==> src/rtl/mem_arb_pkg.sv <==
// Shared types and default widths for the two-port memory arbiter.
package mem_arb_pkg;

    localparam int DEF_ADDR_W   = 10;
    localparam int DEF_DATA_W   = 16;
    localparam int DEF_LOCK_MAX = 8;

    typedef enum logic [1:0] {
        IDLE = 2'd0,
        OWN0 = 2'd1,
        OWN1 = 2'd2
    } arb_state_t;

    typedef logic port_idx_t;

    localparam port_idx_t PORT0 = 1'b0;
    localparam port_idx_t PORT1 = 1'b1;

endpackage

==> src/rtl/mem_arb_port.sv <==
// Per-port read return: rvalid one cycle after a granted read, rdata held between pulses.
module mem_arb_port
    import mem_arb_pkg::*;
#(
    parameter int DATA_W = DEF_DATA_W
) (
    input  logic              clk,
    input  logic              rst_n,
    input  logic              rd_issue,
    input  logic [DATA_W-1:0] rd_data,
    output logic              rvalid,
    output logic [DATA_W-1:0] rdata
);

    logic              vld_p1;
    logic [DATA_W-1:0] rdata_p1;

    // Stage p1: memory returns data in the cycle after the read command.
    always_ff @(posedge clk or negedge rst_n) begin
        if (!rst_n) begin
            vld_p1   <= 1'b0;
            rdata_p1 <= '0;
        end else begin
            vld_p1 <= rd_issue;
            if (vld_p1) begin
                rdata_p1 <= rd_data;
            end
        end
    end

    assign rvalid = vld_p1;
    assign rdata  = vld_p1 ? rd_data : rdata_p1;

endmodule

==> src/rtl/mem_arbiter.sv <==
// Two-port memory arbiter with per-requester lock and a bounded hold counter.
// Define MEM_ARB_RR_EN for round-robin tie-breaking in IDLE; default is fixed port-0 priority.
module mem_arbiter
    import mem_arb_pkg::*;
#(
    parameter int ADDR_W   = DEF_ADDR_W,
    parameter int DATA_W   = DEF_DATA_W,
    parameter int LOCK_MAX = DEF_LOCK_MAX
) (
    input  logic              clk,
    input  logic              rst_n,
    input  logic              p0_req,
    input  logic              p0_lock,
    input  logic              p0_wr,
    input  logic [ADDR_W-1:0] p0_addr,
    input  logic [DATA_W-1:0] p0_wdata,
    output logic              p0_gnt,
    output logic              p0_rvalid,
    output logic [DATA_W-1:0] p0_rdata,
    input  logic              p1_req,
    input  logic              p1_lock,
    input  logic              p1_wr,
    input  logic [ADDR_W-1:0] p1_addr,
    input  logic [DATA_W-1:0] p1_wdata,
    output logic              p1_gnt,
    output logic              p1_rvalid,
    output logic [DATA_W-1:0] p1_rdata,
    output logic [ADDR_W-1:0] mem_addr,
    output logic              mem_wr,
    output logic [DATA_W-1:0] wr_data,
    input  logic [DATA_W-1:0] rd_data
);

    localparam int CNT_W = $clog2(LOCK_MAX + 1);
    localparam logic [CNT_W-1:0] CNT_MAX = CNT_W'(LOCK_MAX);

    function automatic logic [CNT_W-1:0] sat_inc(input logic [CNT_W-1:0] v);
        return (v >= CNT_MAX) ? CNT_MAX : v + CNT_W'(1);
    endfunction

    arb_state_t        state;
    logic [CNT_W-1:0]  hold_cnt;
    logic [CNT_W-1:0]  cnt_sum;
    logic              force_vld;
    port_idx_t         force_port;
    port_idx_t         tie_win;
    port_idx_t         win;
    logic              gnt0;
    logic              gnt1;
    logic              gnt_any;
    logic              win_lock;
    logic              win_wr;
    logic              lose_req;
    logic              own_req;
    logic              own_lock;
    logic              other_req;
    logic [ADDR_W-1:0] win_addr;
    logic [ADDR_W-1:0] addr_q;
    logic [DATA_W-1:0] win_wdata;
    logic [DATA_W-1:0] wdata_q;

    // A forced release hands the very next IDLE tie to the port that was held off.
`ifdef MEM_ARB_RR_EN
    port_idx_t last_gnt;

    always_ff @(posedge clk or negedge rst_n) begin
        if (!rst_n) begin
            last_gnt <= PORT1;
        end else if (gnt_any) begin
            last_gnt <= win;
        end
    end

    assign tie_win = force_vld ? force_port : ~last_gnt;
`else
    assign tie_win = force_vld ? force_port : PORT0;
`endif

    always_comb begin
        gnt0 = 1'b0;
        gnt1 = 1'b0;
        if (rst_n) begin
            case (state)
                OWN0:    gnt0 = p0_req;
                OWN1:    gnt1 = p1_req;
                default: begin
                    if (p0_req && p1_req) begin
                        gnt0 = (tie_win == PORT0);
                        gnt1 = (tie_win == PORT1);
                    end else begin
                        gnt0 = p0_req;
                        gnt1 = p1_req;
                    end
                end
            endcase
        end
    end

    assign p0_gnt    = gnt0;
    assign p1_gnt    = gnt1;
    assign gnt_any   = gnt0 | gnt1;
    assign win       = gnt1 ? PORT1 : PORT0;
    assign win_lock  = gnt1 ? p1_lock : p0_lock;
    assign win_wr    = gnt1 ? p1_wr : p0_wr;
    assign win_addr  = gnt1 ? p1_addr : p0_addr;
    assign win_wdata = gnt1 ? p1_wdata : p0_wdata;
    assign lose_req  = gnt1 ? p0_req : p1_req;
    assign own_req   = (state == OWN1) ? p1_req : p0_req;
    assign own_lock  = (state == OWN1) ? p1_lock : p0_lock;
    assign other_req = (state == OWN1) ? p0_req : p1_req;

    // The grant that enters a lock counts as the first locked grant.
    assign cnt_sum = (state == IDLE) ? CNT_W'(1) : sat_inc(hold_cnt);

    always_ff @(posedge clk or negedge rst_n) begin
        if (!rst_n) begin
            state      <= IDLE;
            hold_cnt   <= '0;
            force_vld  <= 1'b0;
            force_port <= PORT0;
        end else begin
            force_vld <= 1'b0;
            case (state)
                OWN0, OWN1: begin
                    if (!own_req || !own_lock) begin
                        state    <= IDLE;
                        hold_cnt <= '0;
                    end else if (cnt_sum == CNT_MAX && other_req) begin
                        state      <= IDLE;
                        hold_cnt   <= '0;
                        force_vld  <= 1'b1;
                        force_port <= (state == OWN0) ? PORT1 : PORT0;
                    end else begin
                        hold_cnt <= cnt_sum;
                    end
                end
                default: begin
                    if (gnt_any && win_lock) begin
                        if (cnt_sum == CNT_MAX && lose_req) begin
                            force_vld  <= 1'b1;
                            force_port <= ~win;
                        end else begin
                            state    <= (win == PORT1) ? OWN1 : OWN0;
                            hold_cnt <= cnt_sum;
                        end
                    end
                end
            endcase
        end
    end

    always_ff @(posedge clk or negedge rst_n) begin
        if (!rst_n) begin
            addr_q  <= '0;
            wdata_q <= '0;
        end else if (gnt_any) begin
            addr_q  <= win_addr;
            wdata_q <= win_wdata;
        end
    end

    assign mem_addr = gnt_any ? win_addr : addr_q;
    assign wr_data  = gnt_any ? win_wdata : wdata_q;
    assign mem_wr   = gnt_any & win_wr;

    mem_arb_port #(.DATA_W(DATA_W)) u_port0 (
        .clk      (clk),
        .rst_n    (rst_n),
        .rd_issue (gnt0 & ~p0_wr),
        .rd_data  (rd_data),
        .rvalid   (p0_rvalid),
        .rdata    (p0_rdata)
    );

    mem_arb_port #(.DATA_W(DATA_W)) u_port1 (
        .clk      (clk),
        .rst_n    (rst_n),
        .rd_issue (gnt1 & ~p1_wr),
        .rd_data  (rd_data),
        .rvalid   (p1_rvalid),
        .rdata    (p1_rdata)
    );

endmodule

==> config.mk <==
export PLATFORM = sky130hd
export DESIGN_NAME = mem_arbiter
export DESIGN_NICKNAME = d
export VERILOG_FILES = /design/src/rtl/mem_arb_pkg.sv /design/src/rtl/mem_arb_port.sv /design/src/rtl/mem_arbiter.sv
export SDC_FILE = /design/constraint.sdc
export NUM_CORES = 1
export LEC_CHECK = 0
export BUFFER_PORTS_ARGS = -buffer_cell sky130_fd_sc_hd__buf_2
export CORE_ASPECT_RATIO = 0.8
export CORE_MARGIN = 5
export CORE_UTILIZATION = 50
export DETAILED_ROUTE_END_ITERATION = 6
export GPL_ROUTABILITY_DRIVEN = 0
export PLACE_DENSITY = 0.86
export SYNTH_ARGS = -nofsm -noshare
export SYNTH_HDL_FRONTEND = slang
export SYNTH_SLANG_ARGS = --single-unit
==> constraint.sdc <==
create_clock -name clk -period 5.8 [get_ports clk]
set_input_delay 1.16 -clock clk [delete_from_list [all_inputs] [get_ports clk]]
set_output_delay 1.16 -clock clk [all_outputs]
set_load 0.1 [all_outputs]
After elaboration in Yosys (flattened, before gate mapping) --
Cells that the tools add are included.
Word-level totals: input port bits 76, word-level logic and storage cells 85, output and inout port bits 63, flip-flop bits (word level) 68
Operators by class: add/sub/neg operators 1, eq/ne operators 7, reductions and logical operators 14, multiplexer cells 44, bitwise logic cells 8, order comparisons 1
Operators by type and width (count):
- two-way mux 16 bit | 4
- two-way mux 4 bit | 7
- two-way mux 1 bit | 23
- two-way mux 10 bit | 2
- two-way mux 2 bit | 6
- adder 4 x 1 -> 4 bit, second input constant | 1
- == test 4 bit, second input constant | 1
- >= comparator 4 bit, second input constant | 1
- logical AND 1 bit | 4
- != test 2 bit, second input constant | 2
- NOT 1 bit | 4
- case mux 1 bit (2 select lines) | 2
- AND reduction 4 bit | 1
- nonzero test 2 bit | 2
- bitwise AND 1 bit | 3
- != test 3 bit, second input constant | 1
- AND reduction 3 bit | 1
- == test 2 x 1 -> 1 bit, second input constant | 1
- == test 2 bit, second input constant | 1
- zero test 1 bit | 2
- zero test 2 bit | 1
- != test 2 x 1 -> 1 bit, second input constant | 1
- AND reduction 2 bit | 1
- OR reduction 2 bit | 1
- other kinds (2) | 2

Depth between registers and ports, before layout --
depth after elaboration 9, depth in mapped cells 8

Modules after synthesis --
A second synthesis with hierarchy kept.
Unflattened totals: cell total of the unflattened synthesis 267, area total of the unflattened synthesis 3291.9 um2
Modules (own cells, without submodules):
- mem_arbiter | instances 1, area each 1943.1 um2, cells each 197, sequential area each 850.8 um2
- mem_arb_port | instances 2, area each 674.4 um2, cells each 35, sequential area each 425.4 um2

Least setup slack after synthesis --
OpenSTA, ideal clock, no wires.
path kind input -> output, start point input p1_req, end point output mem_addr[2], slack 0.298 ns, arrival 4.342 ns, stages on the path 6, data required time 4.640 ns, cells stage by stage nand2b_1 > o2111a_1 > buf_4 > buf_4 > mux2i_1 > o21ai_0
Between the ends: word-level cells in the longest chain between the ends 6, elaborated cells between the ends (all ways) 10, classes of those cells 8 x mux; 1 x bitwise; 1 x reduce/logical
Ends and longest elaborated chain:
- start: declaration | RTL line mem_arbiter.sv:20 | input logic p1_req,
- logical AND 1 bit | RTL line mem_arbiter.sv:87 | if (p0_req && p1_req) begin
- two-way mux 1 bit | RTL line mem_arbiter.sv:87
- case mux 1 bit (2 select lines) | RTL line mem_arbiter.sv:83 | case (state)
- two-way mux 1 bit | RTL line mem_arbiter.sv:82 | if (rst_n) begin
- net p0_gnt | RTL line mem_arbiter.sv:17 | output logic p0_gnt,
- OR 1 bit | RTL line mem_arbiter.sv:101 | assign gnt_any = gnt0 | gnt1;
- two-way mux 10 bit | RTL line mem_arbiter.sv:162 | assign mem_addr = gnt_any ? win_addr : addr_q;
- end: declaration | RTL line mem_arbiter.sv:28 | output logic [ADDR_W-1:0] mem_addr,
The timed path passes the listed nets, and every way through them passes these cells.

Worst setup path after layout --
start point register state[1], end point output mem_addr[9]
Between the ends: word-level cells in the longest chain between the ends 5, elaborated cells between the ends (all ways) 9, classes of those cells 2 x eq/ne; 6 x mux; 1 x bitwise
Ends and longest elaborated chain:
- start: declaration | RTL line mem_arbiter.sv:41 | arb_state_t state;
- start signal: assignment | RTL line mem_arbiter.sv:143 | state <= (win == PORT1) ? OWN1 : OWN0;
- == test 2 bit or == test 2 x 1 -> 1 bit (tied branches) | RTL line mem_arbiter.sv:83
- case mux 1 bit (2 select lines) | RTL line mem_arbiter.sv:83
- two-way mux 1 bit | RTL line mem_arbiter.sv:82
- two-way mux 10 bit or OR 1 bit (tied branches) | RTL line mem_arbiter.sv:105, mem_arbiter.sv:101
- two-way mux 10 bit * | RTL line mem_arbiter.sv:162
Mark *: on every way between the ends. The rest lies on a longest branch, timed or not.

==> metrics.txt <==
status finished clean; Setup crit start kind flip-flop; Final setup viols 0; Post-DP Area around 4000 µm²; Max FO, Critical Path 30; Sink Count 68; initial core utilization 0.5246; Area growth, synth to finish 30.10%; First DRT Iteration DRCs between 150 and 200; Max Fclk 218.2 MHz; vias in the first global route approximately 2800; max-slew violations 0; Worst Max-Slew Pin Slew 0.9048 ns; Hold Worst Slack 0.4984 ns; full die area 7999 µm²; worst min-delay path category reg2reg; ys flop type dfrtp_1; residual DRC count 0; slowest stage delay, CP 0.81 ns; Synth Instances about 270; slowest CP cell o2111a_2; Setup Buffers After CTS 0; Synth cell types 39; fin crit share 0.7902; standard-cell rows 25; final net count 486; hold path depth 1; worst setup margin around 1.2 ns; Design Area, Final ~4100 µm²; max-cap violations 0; R2R Path Start state[1]; # IOs around 140; clock slew at reported path FFs 0.07 ns; Worst EP arrival 3.42 ns; Critical Path RT 4.64 ns; Worst Reg2Reg Path Length in Cells 7; CP Launch Point state[1]; Syn Nets 350; drt total wl approximately 8300 µm; RSZ-0062 raised after global routing no; worst rel slew slack 0.3968; DP Wirelength 6307 µm; vias 2558; Chip Height 81 µm; drt wl/cell 16.96 µm; beginning of the worst hold path u_port1.rdata_p1[12]; Crit. End Element output port; setup TNS 0 ns; multi-input combinational cell area between 1000 and 1500 µm²; largest net degree at the start of global routing 69; setup slack, reg-to-reg 2.76 ns; synth warn 0; Synth Register Bits 68; initial antenna violation count 0; synthesized area 3151 µm²; ys async rst share 1.000; first-pass GRT wire length approximately 14000 µm; Fillers 451; Total GRT Usage 0.2180; Post-synth EDFFs 0; R2R Path End state[0]; Hold-fix buffers, CTS 0; Clock Tree Root clkbuf_8; Worst Path Buf+Inv 2; minimum clock period 4.583 ns; Buffers on Ports 138; Post-CTS Resized 0; worst clock skew approximately 0.0068 ns; first drt pass iteration count 4; Clock Path Buffers 2; final hold violations 0; CTS tree done; Via density roughly 5.2; hold path endpoint u_port1.rdata_p1[12]; antenna viol nets, final 0; worst skew pair latency 0.33 ns; register area share after synthesis 0.5401; share of layout cells above drive strength 1 0.4829; critical path class reg2out; clock buffers created by TritonCTS 9; GRT overflow 0; Die X approximately 100 µm; number of diodes 0; dpl ws 1.417 ns; Seq. cell area between 1500 and 2000 µm²; cell family with most CP delay compound AO/OA/AOI/OAI gates; CTS HTree Levels 3; core area 6006 µm²; Syn Area/Cell 11.71 µm²; crit path cell chain inv_1 > ha_1 > nand2b_1 > o2111a_2 > mux2i_1 > o21ai_0 > buf_2
==> worst reg2reg max path: stages, from the launching register on <==
cell      delay, ns
dfrtp_1        0.38
inv_1          0.08
ha_1           0.58
nand2b_1       0.20
o2111a_2       0.81
a31oi_4        0.31
or4_1          0.52
o21ai_1        0.09
==> routing by layer <==
layer | vias up | share of wire | global-route usage | wire (µm)
li1 | 1211 | - | - | -
met1 | 1211 | 0.37 | 0.2413 | 3096
met2 | 123 | 0.50 | 0.3673 | 4159
met3 | 13 | 0.11 | 0.1039 | 907
met4 | 0 | 0.019 | 0.08458 | 162
met5 | - | 0 | 0 | 0
==> layout make-up <==
cell class              instances  share of cell area
clock buffers                  11             0.03694
clock inverters                 5             0.01435
inverters                      10            0.009158
multi-input cells             177              0.3294
flip-flops and latches         68              0.4151
well taps                      81             0.02473
repair buffers                139              0.1703
==> sequential cells by signal (all words and copies together) (netlist names) <==
register,flops
wdata_q,16
u_port1.rvalid,1
state,2
force_port,1
u_port1.rdata_p1,16
u_port0.rdata_p1,16
force_vld,1
hold_cnt,4
addr_q,10
u_port0.rvalid,1
==> cells in the mapped netlist (2+ instances only) <==
cell / number / area [µm²]
mux2_2: 34 / 382.9
nor2_1: 6 / 22.52
nand2_1: 35 / 131.4
o22ai_1: 2 / 12.51
nor2b_2: 2 / 17.52
a21oi_1: 6 / 30.03
nand2b_1: 2 / 12.51
dfrtp_1: 68 / 1702
nand3_1: 3 / 15.01
clkbuf_1: 9 / 33.78
a211oi_1: 2 / 15.01
buf_4: 2 / 15.01
and2_1: 2 / 12.51
ha_1: 5 / 62.56
o21ai_1: 3 / 15.01
inv_1: 9 / 33.78
mux2i_1: 29 / 290.3
o21ai_0: 28 / 140.1
a22oi_1: 2 / 15.01
==> per-stage QoR <==
step | utilization | cells
floorplan | - | 269
global placement | 0.6475 | 475
detailed placement | 0.6475 | 475
CTS | 0.6825 | 491
global route | 0.6825 | 491
finish | 0.6825 | 491
==> cells by family after synthesis <==
family          Yosys count  synth area share
mux                      63            0.2137
compound gates           52            0.1120
xor+xnor                  1          0.002780
simple gates             56           0.07983
buf+inv                  24           0.03176
flops                    68            0.5401
fa+ha+maj                 5           0.01986
==> how the worst max path moves through the flow <==
| stage | end | slack, ns | cells after the start |
|---|---|---|---|
| 2_1_floorplan | mem_addr[2] | 0.30 | 6 |
| 3_3_place_gp | wr_data[8] | 1.47 | 6 |
| 3_5_place_dp | mem_addr[9] | 1.42 | 6 |
| 4_1_cts | mem_addr[9] | 1.24 | 7 |
| 5_1_grt | mem_addr[0] | 1.02 | 7 |
| 6_report | mem_addr[9] | 1.22 | 7 |
==> cell usage in the layout (no fill, tap or decap), drive strengths merged, types with 2 or more instances in the layout <==
cell type	n
mux2	34
buf	139
nand2b	2
a22oi	2
ha	5
and2	2
o21ai	31
nor2b	3
a21oi	6
o22ai	3
nand2	35
nand3	3
a211oi	2
clkinvlp	2
clkbuf	11
mux2i	29
nor2	6
dfrtp	68
inv	11
Power is not shown: default switching activity piles up to over one toggle a cycle in this logic, so the estimate is an artifact.
